**src/rtl/bwt_backward_ext_pipe_if.sv**
```systemverilog
// Token and result bus of the SMEM backward-extension pipeline.
// master = upstream/downstream environment, slave = the extension datapath.
interface bwt_backward_ext_pipe_if #(
  parameter int CNT_W  = 64,
  parameter int RN_W   = 8,
  parameter int ADDR_W = 7,
  parameter int REQ_W  = 42
);
  logic                  in_valid;
  logic                  in_ready;
  logic [RN_W-1:0]       in_read_num;
  logic [CNT_W-1:0]      in_k;
  logic [CNT_W-1:0]      in_l;
  logic [CNT_W-1:0]      in_ik_x1;
  logic [4*CNT_W-1:0]    in_occ_k;
  logic [4*CNT_W-1:0]    in_occ_l;
  logic [1:0]            in_c;
  logic [CNT_W-1:0]      in_min_intv;
  logic [ADDR_W-1:0]     in_wr_addr;
  logic                  in_last;

  logic                  out_valid;
  logic                  out_ready;
  logic [RN_W-1:0]       out_read_num;
  logic [CNT_W-1:0]      out_x0;
  logic [CNT_W-1:0]      out_x1;
  logic [CNT_W-1:0]      out_x2;
  logic                  out_keep;
  logic [ADDR_W-1:0]     out_wr_addr;
  logic                  out_last;

  logic                  store_valid_curr;
  logic [ADDR_W-1:0]     curr_addr;
  logic [CNT_W-1:0]      curr_x0;
  logic [CNT_W-1:0]      curr_x1;
  logic [CNT_W-1:0]      curr_x2;
  logic                  req_valid;
  logic [REQ_W-1:0]      req_addr_k;
  logic [REQ_W-1:0]      req_addr_l;
  logic [31:0]           kept_cnt;
  logic [31:0]           drop_cnt;

  modport master (
    output in_valid, in_read_num, in_k, in_l, in_ik_x1, in_occ_k, in_occ_l,
           in_c, in_min_intv, in_wr_addr, in_last, out_ready,
    input  in_ready, out_valid, out_read_num, out_x0, out_x1, out_x2, out_keep,
           out_wr_addr, out_last, store_valid_curr, curr_addr, curr_x0, curr_x1,
           curr_x2, req_valid, req_addr_k, req_addr_l, kept_cnt, drop_cnt
  );

  modport slave (
    input  in_valid, in_read_num, in_k, in_l, in_ik_x1, in_occ_k, in_occ_l,
           in_c, in_min_intv, in_wr_addr, in_last, out_ready,
    output in_ready, out_valid, out_read_num, out_x0, out_x1, out_x2, out_keep,
           out_wr_addr, out_last, store_valid_curr, curr_addr, curr_x0, curr_x1,
           curr_x2, req_valid, req_addr_k, req_addr_l, kept_cnt, drop_cnt
  );
endinterface

```
**src/rtl/bwt_backward_ext_pipe.sv**
```systemverilog
// Elastic backward-extension datapath: computes the extended bi-interval for base c,
// filters on min_intv, and emits curr-array stores and occurrence-bucket requests.
module bwt_backward_ext_pipe #(
  parameter int CNT_W      = 64,
  parameter int RN_W       = 8,
  parameter int ADDR_W     = 7,
  parameter int PIPE_DEPTH = 3,
  parameter int OCC_SHIFT  = 7,
  parameter int REQ_W      = 42
) (
  input  logic                 clk,
  input  logic                 rst,
  input  logic [4*CNT_W-1:0]   cfg_l2,
  input  logic [CNT_W-1:0]     cfg_primary,
  bwt_backward_ext_pipe_if.slave bus
);
  localparam int D = PIPE_DEPTH;
  localparam logic [CNT_W-1:0] ONE_C = {{(CNT_W-1){1'b0}}, 1'b1};

  typedef struct packed {
    logic [RN_W-1:0]    read_num;
    logic [4*CNT_W-1:0] x0;
    logic [4*CNT_W-1:0] x2;
    logic               sent;
    logic [CNT_W-1:0]   ik_x1;
    logic [1:0]         c;
    logic [CNT_W-1:0]   min_intv;
    logic [ADDR_W-1:0]  wr_addr;
    logic               last;
  } s0_t;

  typedef struct packed {
    logic [RN_W-1:0]   read_num;
    logic [CNT_W-1:0]  x0;
    logic [CNT_W-1:0]  x1;
    logic [CNT_W-1:0]  x2;
    logic              keep;
    logic [ADDR_W-1:0] wr_addr;
    logic [ADDR_W-1:0] nxt_addr;
    logic              last;
  } res_t;

  logic [D-1:0]     v_r;
  logic [D-1:0]     ld_s;
  s0_t              s0_r;
  s0_t              s0_nxt_s;
  res_t             res_r [1:D-1];
  res_t             res_nxt_s;
  res_t             tail_s;
  logic [CNT_W-1:0] x1_0_s, x1_1_s, x1_2_s, x1_3_s;
  logic [CNT_W-1:0] sel_x0_s, sel_x1_s, sel_x2_s;
  logic             hs_s;
  logic [31:0]      kept_cnt_r;
  logic [31:0]      drop_cnt_r;

  // Load enables: a stage loads when empty or when everything after it can move.
  always_comb begin
    logic rdy_v;
    rdy_v = bus.out_ready;
    ld_s  = '0;
    for (int i = D - 1; i >= 0; i--) begin
      rdy_v   = !v_r[i] || rdy_v;
      ld_s[i] = rdy_v;
    end
  end

  // Stage-0 arithmetic for all four bases plus the sentinel test.
  always_comb begin
    s0_nxt_s          = '0;
    s0_nxt_s.read_num = bus.in_read_num;
    for (int b = 0; b < 4; b++) begin
      s0_nxt_s.x0[b*CNT_W +: CNT_W] = cfg_l2[b*CNT_W +: CNT_W] + bus.in_occ_k[b*CNT_W +: CNT_W] + ONE_C;
      s0_nxt_s.x2[b*CNT_W +: CNT_W] = bus.in_occ_l[b*CNT_W +: CNT_W] - bus.in_occ_k[b*CNT_W +: CNT_W];
    end
    s0_nxt_s.sent     = (bus.in_k < cfg_primary) && (cfg_primary <= bus.in_l);
    s0_nxt_s.ik_x1    = bus.in_ik_x1;
    s0_nxt_s.c        = bus.in_c;
    s0_nxt_s.min_intv = bus.in_min_intv;
    s0_nxt_s.wr_addr  = bus.in_wr_addr;
    s0_nxt_s.last     = bus.in_last;
  end

  // x1 accumulates the interval sizes of the bases above b, starting at ik_x1 + sentinel.
  assign x1_3_s = s0_r.ik_x1 + {{(CNT_W-1){1'b0}}, s0_r.sent};
  assign x1_2_s = x1_3_s + s0_r.x2[3*CNT_W +: CNT_W];
  assign x1_1_s = x1_2_s + s0_r.x2[2*CNT_W +: CNT_W];
  assign x1_0_s = x1_1_s + s0_r.x2[1*CNT_W +: CNT_W];

  // Stage-1 base selection.
  always_comb begin
    sel_x0_s = s0_r.x0[0 +: CNT_W];
    sel_x1_s = x1_0_s;
    sel_x2_s = s0_r.x2[0 +: CNT_W];
    case (s0_r.c)
      2'd0: begin
        sel_x0_s = s0_r.x0[0 +: CNT_W];
        sel_x1_s = x1_0_s;
        sel_x2_s = s0_r.x2[0 +: CNT_W];
      end
      2'd1: begin
        sel_x0_s = s0_r.x0[CNT_W +: CNT_W];
        sel_x1_s = x1_1_s;
        sel_x2_s = s0_r.x2[CNT_W +: CNT_W];
      end
      2'd2: begin
        sel_x0_s = s0_r.x0[2*CNT_W +: CNT_W];
        sel_x1_s = x1_2_s;
        sel_x2_s = s0_r.x2[2*CNT_W +: CNT_W];
      end
      2'd3: begin
        sel_x0_s = s0_r.x0[3*CNT_W +: CNT_W];
        sel_x1_s = x1_3_s;
        sel_x2_s = s0_r.x2[3*CNT_W +: CNT_W];
      end
      default: begin
        sel_x0_s = s0_r.x0[0 +: CNT_W];
        sel_x1_s = x1_0_s;
        sel_x2_s = s0_r.x2[0 +: CNT_W];
      end
    endcase
  end

  // Stage-1 result record including the min_intv filter and next slot.
  always_comb begin
    res_nxt_s          = '0;
    res_nxt_s.read_num = s0_r.read_num;
    res_nxt_s.x0       = sel_x0_s;
    res_nxt_s.x1       = sel_x1_s;
    res_nxt_s.x2       = sel_x2_s;
    res_nxt_s.keep     = (sel_x2_s >= s0_r.min_intv);
    res_nxt_s.wr_addr  = s0_r.wr_addr;
    res_nxt_s.nxt_addr = s0_r.wr_addr + {{(ADDR_W-1){1'b0}}, (sel_x2_s >= s0_r.min_intv)};
    res_nxt_s.last     = s0_r.last;
  end

  // Stage valid bits; reset discards everything in flight.
  always_ff @(posedge clk) begin
    if (!rst) begin
      v_r <= '0;
    end else begin
      if (ld_s[0]) v_r[0] <= bus.in_valid;
      for (int i = 1; i < D; i++) begin
        if (ld_s[i]) v_r[i] <= v_r[i-1];
      end
    end
  end

  // Stage data registers; contents only matter where the valid bit is set.
  always_ff @(posedge clk) begin
    if (ld_s[0]) s0_r     <= s0_nxt_s;
    if (ld_s[1]) res_r[1] <= res_nxt_s;
    for (int i = 2; i < D; i++) begin
      if (ld_s[i]) res_r[i] <= res_r[i-1];
    end
  end

  assign tail_s            = res_r[D-1];
  assign hs_s              = v_r[D-1] && bus.out_ready;
  assign bus.in_ready      = ld_s[0];
  assign bus.out_valid     = v_r[D-1];
  assign bus.out_read_num  = tail_s.read_num;
  assign bus.out_x0        = tail_s.x0;
  assign bus.out_x1        = tail_s.x1;
  assign bus.out_x2        = tail_s.x2;
  assign bus.out_keep      = tail_s.keep;
  assign bus.out_wr_addr   = tail_s.nxt_addr;
  assign bus.out_last      = tail_s.last;

  // Store and request fire only on a kept handshake.
  assign bus.store_valid_curr = hs_s && tail_s.keep;
  assign bus.curr_addr        = tail_s.wr_addr;
  assign bus.curr_x0          = tail_s.x0;
  assign bus.curr_x1          = tail_s.x1;
  assign bus.curr_x2          = tail_s.x2;
  assign bus.req_valid        = hs_s && tail_s.keep;
  assign bus.req_addr_k       = REQ_W'((tail_s.x0 - ONE_C) >> OCC_SHIFT);
  assign bus.req_addr_l       = REQ_W'((tail_s.x0 + tail_s.x2 - ONE_C) >> OCC_SHIFT);
  assign bus.kept_cnt         = kept_cnt_r;
  assign bus.drop_cnt         = drop_cnt_r;

  // Saturating kept/dropped statistics.
  always_ff @(posedge clk) begin
    if (!rst) begin
      kept_cnt_r <= 32'd0;
      drop_cnt_r <= 32'd0;
    end else if (hs_s) begin
      if (tail_s.keep) begin
        if (kept_cnt_r != 32'hFFFF_FFFF) kept_cnt_r <= kept_cnt_r + 32'd1;
      end else begin
        if (drop_cnt_r != 32'hFFFF_FFFF) drop_cnt_r <= drop_cnt_r + 32'd1;
      end
    end
  end
endmodule
```
**src/flat_wrapper.sv**
```systemverilog
// flat-port wrapper written by rule: the top's interface ports become plain ports
module bwt_backward_ext_pipe_flat 
#(
  parameter int CNT_W      = 64,
  parameter int RN_W       = 8,
  parameter int ADDR_W     = 7,
  parameter int PIPE_DEPTH = 3,
  parameter int OCC_SHIFT  = 7,
  parameter int REQ_W      = 42
)
  (clk, rst, cfg_l2, cfg_primary, bus_in_valid, bus_in_read_num, bus_in_k, bus_in_l, bus_in_ik_x1, bus_in_occ_k, bus_in_occ_l, bus_in_c, bus_in_min_intv, bus_in_wr_addr, bus_in_last, bus_out_ready, bus_in_ready, bus_out_valid, bus_out_read_num, bus_out_x0, bus_out_x1, bus_out_x2, bus_out_keep, bus_out_wr_addr, bus_out_last, bus_store_valid_curr, bus_curr_addr, bus_curr_x0, bus_curr_x1, bus_curr_x2, bus_req_valid, bus_req_addr_k, bus_req_addr_l, bus_kept_cnt, bus_drop_cnt);
  bwt_backward_ext_pipe_if #(.CNT_W(CNT_W), .RN_W(RN_W), .ADDR_W(ADDR_W), .REQ_W(REQ_W)) bus_i ();
  input  logic clk;
  input  logic rst;
  input  logic [4*CNT_W-1:0] cfg_l2;
  input  logic [CNT_W-1:0] cfg_primary;
  input wire logic [$bits(bus_i.in_valid)-1:0] bus_in_valid;
  input wire logic [$bits(bus_i.in_read_num)-1:0] bus_in_read_num;
  input wire logic [$bits(bus_i.in_k)-1:0] bus_in_k;
  input wire logic [$bits(bus_i.in_l)-1:0] bus_in_l;
  input wire logic [$bits(bus_i.in_ik_x1)-1:0] bus_in_ik_x1;
  input wire logic [$bits(bus_i.in_occ_k)-1:0] bus_in_occ_k;
  input wire logic [$bits(bus_i.in_occ_l)-1:0] bus_in_occ_l;
  input wire logic [$bits(bus_i.in_c)-1:0] bus_in_c;
  input wire logic [$bits(bus_i.in_min_intv)-1:0] bus_in_min_intv;
  input wire logic [$bits(bus_i.in_wr_addr)-1:0] bus_in_wr_addr;
  input wire logic [$bits(bus_i.in_last)-1:0] bus_in_last;
  input wire logic [$bits(bus_i.out_ready)-1:0] bus_out_ready;
  output wire logic [$bits(bus_i.in_ready)-1:0] bus_in_ready;
  output wire logic [$bits(bus_i.out_valid)-1:0] bus_out_valid;
  output wire logic [$bits(bus_i.out_read_num)-1:0] bus_out_read_num;
  output wire logic [$bits(bus_i.out_x0)-1:0] bus_out_x0;
  output wire logic [$bits(bus_i.out_x1)-1:0] bus_out_x1;
  output wire logic [$bits(bus_i.out_x2)-1:0] bus_out_x2;
  output wire logic [$bits(bus_i.out_keep)-1:0] bus_out_keep;
  output wire logic [$bits(bus_i.out_wr_addr)-1:0] bus_out_wr_addr;
  output wire logic [$bits(bus_i.out_last)-1:0] bus_out_last;
  output wire logic [$bits(bus_i.store_valid_curr)-1:0] bus_store_valid_curr;
  output wire logic [$bits(bus_i.curr_addr)-1:0] bus_curr_addr;
  output wire logic [$bits(bus_i.curr_x0)-1:0] bus_curr_x0;
  output wire logic [$bits(bus_i.curr_x1)-1:0] bus_curr_x1;
  output wire logic [$bits(bus_i.curr_x2)-1:0] bus_curr_x2;
  output wire logic [$bits(bus_i.req_valid)-1:0] bus_req_valid;
  output wire logic [$bits(bus_i.req_addr_k)-1:0] bus_req_addr_k;
  output wire logic [$bits(bus_i.req_addr_l)-1:0] bus_req_addr_l;
  output wire logic [$bits(bus_i.kept_cnt)-1:0] bus_kept_cnt;
  output wire logic [$bits(bus_i.drop_cnt)-1:0] bus_drop_cnt;
  assign bus_i.in_valid = bus_in_valid;
  assign bus_i.in_read_num = bus_in_read_num;
  assign bus_i.in_k = bus_in_k;
  assign bus_i.in_l = bus_in_l;
  assign bus_i.in_ik_x1 = bus_in_ik_x1;
  assign bus_i.in_occ_k = bus_in_occ_k;
  assign bus_i.in_occ_l = bus_in_occ_l;
  assign bus_i.in_c = bus_in_c;
  assign bus_i.in_min_intv = bus_in_min_intv;
  assign bus_i.in_wr_addr = bus_in_wr_addr;
  assign bus_i.in_last = bus_in_last;
  assign bus_i.out_ready = bus_out_ready;
  assign bus_in_ready = bus_i.in_ready;
  assign bus_out_valid = bus_i.out_valid;
  assign bus_out_read_num = bus_i.out_read_num;
  assign bus_out_x0 = bus_i.out_x0;
  assign bus_out_x1 = bus_i.out_x1;
  assign bus_out_x2 = bus_i.out_x2;
  assign bus_out_keep = bus_i.out_keep;
  assign bus_out_wr_addr = bus_i.out_wr_addr;
  assign bus_out_last = bus_i.out_last;
  assign bus_store_valid_curr = bus_i.store_valid_curr;
  assign bus_curr_addr = bus_i.curr_addr;
  assign bus_curr_x0 = bus_i.curr_x0;
  assign bus_curr_x1 = bus_i.curr_x1;
  assign bus_curr_x2 = bus_i.curr_x2;
  assign bus_req_valid = bus_i.req_valid;
  assign bus_req_addr_k = bus_i.req_addr_k;
  assign bus_req_addr_l = bus_i.req_addr_l;
  assign bus_kept_cnt = bus_i.kept_cnt;
  assign bus_drop_cnt = bus_i.drop_cnt;
  bwt_backward_ext_pipe #(.CNT_W(CNT_W), .RN_W(RN_W), .ADDR_W(ADDR_W), .PIPE_DEPTH(PIPE_DEPTH), .OCC_SHIFT(OCC_SHIFT), .REQ_W(REQ_W)) u_core (.clk(clk), .rst(rst), .cfg_l2(cfg_l2), .cfg_primary(cfg_primary), .bus(bus_i));
endmodule
```
**config.mk**
```make
export PLATFORM = sky130hd
export DESIGN_NAME = bwt_backward_ext_pipe_flat
export DESIGN_NICKNAME = d
export VERILOG_FILES = /design/src/rtl/bwt_backward_ext_pipe_if.sv /design/src/rtl/bwt_backward_ext_pipe.sv /design/src/flat_wrapper.sv
export SDC_FILE = /design/constraint.sdc
export NUM_CORES = 2
export LEC_CHECK = 0
export CAP_MARGIN = 20
export CORE_AREA = 3 3 658 660
export DETAILED_ROUTE_END_ITERATION = 7
export DIE_AREA = 0 0 661 663
export REMOVE_ABC_BUFFERS = 1
export SLEW_MARGIN = 20
export SYNTH_ARGS = -nofsm -noshare
export SYNTH_HDL_FRONTEND = slang
export SYNTH_SLANG_ARGS = --single-unit
```
**constraint.sdc**
```tcl
create_clock -name clk -period 28.9 [get_ports clk]
set_input_delay 2.89 -clock clk [delete_from_list [all_inputs] [get_ports clk]]
set_output_delay 2.89 -clock clk [all_outputs]
set_load 0.1 [all_outputs]
```
# Word level (Yosys, flattened, before mapping)
# Memory sizes are Yosys's and may differ from the RTL's.
# Index checks and enable logic that the tools add are counted.
# W data, S select, Z words.
dict set report totals {
  register_bits 726
  ram_bits 432
  input_bits 1110
  output_inout_bits 560
  word_cells 65
  n_memories 1
}
# name words width read_ports rd_clocked_by_memory_dff write_ports line_no
set mem_list {}
lappend mem_list {u_core.res_r 2 216 2 0 2 bwt_backward_ext_pipe.sv:47} ;# res_t res_r [1:D-1];
dict set report classes {
  addsub 22
  n_lt_le_gt_ge 3
  n_eq_ne 5
  mux 7
  bitwise_logic 1
  n_reduce_logical 12
}
# cell n
set ops {}
lappend ops {{$pmux W64 S4} 3}
lappend ops {{$add A64 B64 Y64} 7}
lappend ops {{$add A64 B1 Y64 const B} 4}
lappend ops {{$sub A64 B64 Y64} 4}
lappend ops {{$sub A49 B1 Y49 const B} 2}
lappend ops {{$add A32 B1 Y32 const B} 2}
lappend ops {{$add A64 B1 Y64} 1}
lappend ops {{$ge A64 B64 Y1} 1}
lappend ops {{$le A64 B64 Y1} 1}
lappend ops {{$lt A64 B64 Y1} 1}
lappend ops {{$ne A32 B32 Y1 const B} 2}
lappend ops {{$add A49 B49 Y49} 1}
lappend ops {{$add A7 B1 Y7} 1}
lappend ops {{$reduce_and A3 Y1} 2}
lappend ops {{$eq A2 B2 Y1 const B} 2}
lappend ops {{$mux W1} 4}
lappend ops {{$logic_and A1 B1 Y1} 3}
lappend ops {{$logic_not A1 Y1} 3}
lappend ops {{$logic_or A1 B1 Y1} 3}
lappend ops {{$eq A2 B1 Y1 const B} 1}
lappend ops {{$logic_not A2 Y1} 1}
lappend ops {{$not A1 Y1} 1}

# Logic depth before layout (Yosys ltp)
dict set report depth {
  ltp_word 5
  mapped_depth 48
  depth_no_buf 47
}

# Worst setup path before layout
# No wires, ideal clock.
dict set report synth_path {
  path_kind {input -> register}
  from {input bus_out_ready}
  to {register u_core.s0_r (netlist bit u_core.res_nxt_s[0]), enable pin}
  setup_ps 6562
  t_arrival_ps 18318
  t_required_ps 22338
  slack_ps 4020
  stages 2
  path_buffers 0
  cell_sequence {nor2b_1 nand3_1}
}
dict set report synth_between {
  elab_chain_cells 3
}
# item line_no
set synth_rtl {}
lappend synth_rtl {{start: declaration} flat_wrapper.sv:28} ;# input wire logic [$bits(bus_i.out_ready)-1:0] bus_out_ready;
lappend synth_rtl {{$logic_or A1 B1 Y1 (3 in series)} bwt_backward_ext_pipe.sv:62} ;# rdy_v = !v_r[i] || rdy_v;
lappend synth_rtl {{net bus_in_ready} flat_wrapper.sv:29} ;# output wire logic [$bits(bus_i.in_ready)-1:0] bus_in_ready;
lappend synth_rtl {{end signal: assignment} bwt_backward_ext_pipe.sv:150} ;# if (ld_s[0]) s0_r <= s0_nxt_s;
lappend synth_rtl {{end: declaration} bwt_backward_ext_pipe.sv:45} ;# s0_t s0_r;
# The timed path passes the listed nets, and every way through them passes these cells.
# A chain may end at the register's enable or synchronous reset.

==> impl_metrics.env <==
export IMPL_outcome="finished clean"
export IMPL_std_cell_rows=240
export IMPL_yosys_area_top_type="edfxtp_1"
export IMPL_yosysUniqueCellTypes=93
export IMPL_dr_first_iter_drc_count=6964
export IMPL_io_pins=1670
export IMPL_leakagePower_uw=0.0483
export IMPL_max_slew_worst_pin_slew_ns=1.17
export IMPL_cp_slowest_stage_delay_ns=0.71
export IMPL_hold_buffers=0
export IMPL_clk_path_buf_depth=4
export IMPL_synth_top_area_share=0.367
export IMPL_slowest_stage="a2111oi_1"
export IMPL_cts_root_buf="clkbuf_16"
export IMPL_die_width_um=661
export IMPL_power_switching_uw=6760
export IMPL_ys_seq_area_frac=0.382
export IMPL_post_cts_buffers=0
export IMPL_worstSetupEndpointType="flop"
export IMPL_cts_resized=0
export IMPL_drc=0
export IMPL_grt_overflow_total=0
export IMPL_synth_edf_count=1091
export IMPL_hold_class="reg -> reg"
export IMPL_ys_dominant_reg_cell="edfxtp_1"
export IMPL_yosys_warnings=0
export IMPL_yosys_register_bits=1158
export IMPL_cts_sinks=1158
export IMPL_crit_top_cell="a21oi_1"
export IMPL_period_share=0.376
export IMPL_avgSynthCellArea_um2=10.0
export IMPL_antenna_found_initial=466
export IMPL_reg2reg_setup_slack_ns=18.03
export IMPL_switching_share=0.530
export IMPL_maxCapViolations=0
export IMPL_drive_gt1_frac=0.0571
export IMPL_grt_pass1_wl_mm=664
export IMPL_track_usage=0.223
export IMPL_totalWireLength_mm=511
export IMPL_post_drt_wl_per_cell_um=31.3
export IMPL_detailed_place_hpwl_mm=449
export IMPL_powerDensity_nw_per_um2=110
export IMPL_setup_viol=0
export IMPL_required_ns=29.48
export IMPL_critical_path_class="reg -> reg"
export IMPL_core_area_um2=427000
export IMPL_viasPerCell=4.81
export IMPL_maxSlewViolCount=0
export IMPL_hold_violations=0
export IMPL_port_buffers=1669
export IMPL_area_growth_pct=30.4
export IMPL_ant_nets=0
export IMPL_finalCriticalPeriod_ns=10.87
export IMPL_vias=78500
export IMPL_first_pass_iters=6
export IMPL_synthArstFlopShare=0
export IMPL_initial_core_util=0.209
export IMPL_whs_ns=0.391
export IMPL_htreeDepth=4
export IMPL_cts_buffers=148
export IMPL_synth_area_um2=89200
export IMPL_insertion_delay_ns=0.85
export IMPL_clk_pin_slew_worst_paths_ns=0.07
export IMPL_critPathMaxFanout=7
export IMPL_syn_inst=8909
export IMPL_fmaxAchievable_mhz=92.0
export IMPL_cp_start_kind="flop"
export IMPL_die_y_um=663
export IMPL_finClkSkew_ns=0.0478
export IMPL_utilization=0.272
export IMPL_power_frac_clock=0.150
export IMPL_grt_max_degree=159
export IMPL_synthTopCellsByArea="edfxtp_1 (37%), ha_1 (14%), xnor2_1 (5.5%), a21o_1 (4.6%), a21oi_1 (4.5%)"
export IMPL_place_gp_congestion=0.992
export IMPL_fin_nets=12500
export IMPL_first_global_vias=76000
export IMPL_finalPower_uw=12700
export IMPL_slew_headroom=0.209
export IMPL_irDropWorstVdd_uv=110
export IMPL_fillCellCount=45100
export IMPL_pwr_share_seq=0.220
export IMPL_setup_tns_ns=0
export IMPL_dieArea_um2=438000
export IMPL_cts_tree="yes"
export IMPL_p_int_uw=5990
export IMPL_cp_arrival_ns=11.45
export IMPL_combPwrFrac=0.630
export IMPL_rsz0062_at_grt="false"
==> cells by family after synthesis <==
kind of cell    Yosys count  share of synthesized area
compound gates         2499                      0.177
simple gates           1979                      0.113
buf+inv                1269                     0.0616
flops                  1158                      0.382
fa+ha+maj               995                      0.140
xor+xnor                829                     0.0814
mux                     180                     0.0447
==> worst max-delay path: cells and delay by family, from the launching register on <==
family | cells | cell delay, ns
AOI/OAI and AO/OA | 17 | 3.99
adders and majority gates | 5 | 1.71
xor gates and xnor gates | 5 | 0.98
and+or+nand+nor | 12 | 3.36
buffers and inverters | 1 | 0.23
DFF | 1 | 0.33
==> cells in the final DEF, fill, tap and decap left out, types with 142 or more instances in the layout <==
master | synthesis | layout
a21o_1 | 552 | 552
a21oi_1 | 801 | 801
clkbuf_16 | 0 | 149
clkdlybuf4s50_1 | 0 | 1606
diode_2 | 0 | 155
edfxtp_1 | 1091 | 1091
ha_1 | 984 | 984
inv_1 | 846 | 845
mux4_2 | 175 | 175
nand2_1 | 477 | 476
nand2b_1 | 142 | 142
nand3_1 | 164 | 163
nand4_1 | 211 | 211
nor2_1 | 386 | 386
nor2b_1 | 146 | 146
o21ai_0 | 491 | 490
xnor2_1 | 562 | 562
xor2_1 | 267 | 267
==> state kept, by name (all words and copies together), names as in the netlist <==
signal,cells
u_core.s0_r,643
u_core.res_r,432
u_core.bus.drop_cnt,32
u_core.bus.kept_cnt,32
u_core.res_nxt_s,16
u_core.v_r,3
==> cells in the mapped netlist (32+ instances only) <==
| master | n |
|---|---|
| nor3_1 | 92 |
| a21o_1 | 552 |
| xor2_1 | 267 |
| buf_4 | 195 |
| inv_1 | 846 |
| a21oi_1 | 801 |
| mux4_2 | 175 |
| xnor2_1 | 562 |
| or3_1 | 38 |
| o31ai_1 | 34 |
| clkbuf_1 | 204 |
| nor4_1 | 32 |
| edfxtp_1 | 1091 |
| nand2b_1 | 142 |
| nand3_1 | 164 |
| and2_1 | 96 |
| nor2b_1 | 146 |
| and3_1 | 101 |
| nor2_1 | 386 |
| a211oi_1 | 53 |
| o21bai_1 | 134 |
| o21a_1 | 66 |
| dfxtp_1 | 67 |
| o21ai_0 | 491 |
| a31oi_1 | 80 |
| a21boi_0 | 46 |
| ha_1 | 984 |
| nand2_1 | 477 |
| nand4_1 | 211 |
==> through the flow <==
step,setup slack (ns),cells,cell area (um2)
after floorplan,4.02,8487,86900
after global placement,18.03,15900,111000
after detailed placement,18.13,15900,111000
after CTS,18.05,16200,116000
after global routing,17.50,16300,116000
final,18.03,16300,116000
==> final timing paths <==
kind	from	endpoint	cells after the start
setup / recovery	u_core.s0_r[74]	u_core.res_r[1][143]	40
hold / removal	u_core.res_r[1][61]	u_core.res_r[2][61]	0
setup reg to reg	u_core.s0_r[74]	u_core.res_r[1][143]	40
hold reg to reg	u_core.res_r[1][61]	u_core.res_r[2][61]	0
==> power by group through the flow <==
stage	sequential (uW)	combinational, uW	clock (uW)
CTS	2810	8010	1970
detailed placement	2850	7980	0
global route	2830	8480	2020
finish	2810	8030	1910
global placement	2840	8030	0
floorplan	3940	4240	0
==> final cells by class <==
class                      count  area [um2]  area share
clock buffer                 177        3870      0.0333
clock inverter                86         930     0.00799
inverter                     847        3190      0.0274
timing repair buffer        1742       17100       0.147
antenna                      155         388     0.00333
multi-input combinational   6482       49700       0.427
tap                         5687        7120      0.0611
sequential                  1158       34100       0.293
==> metal layers <==
| metal | GRT usage | wire (um) | vias up |
|---|---|---|---|
| li1 | - | - | 35800 |
| met1 | 0.269 | 207000 | 38100 |
| met2 | 0.359 | 231000 | 3278 |
| met3 | 0.0681 | 42300 | 1087 |
| met4 | 0.114 | 28500 | 288 |
| met5 | 0 | 1890 | - |
Power figures use the tool's default switching activity.
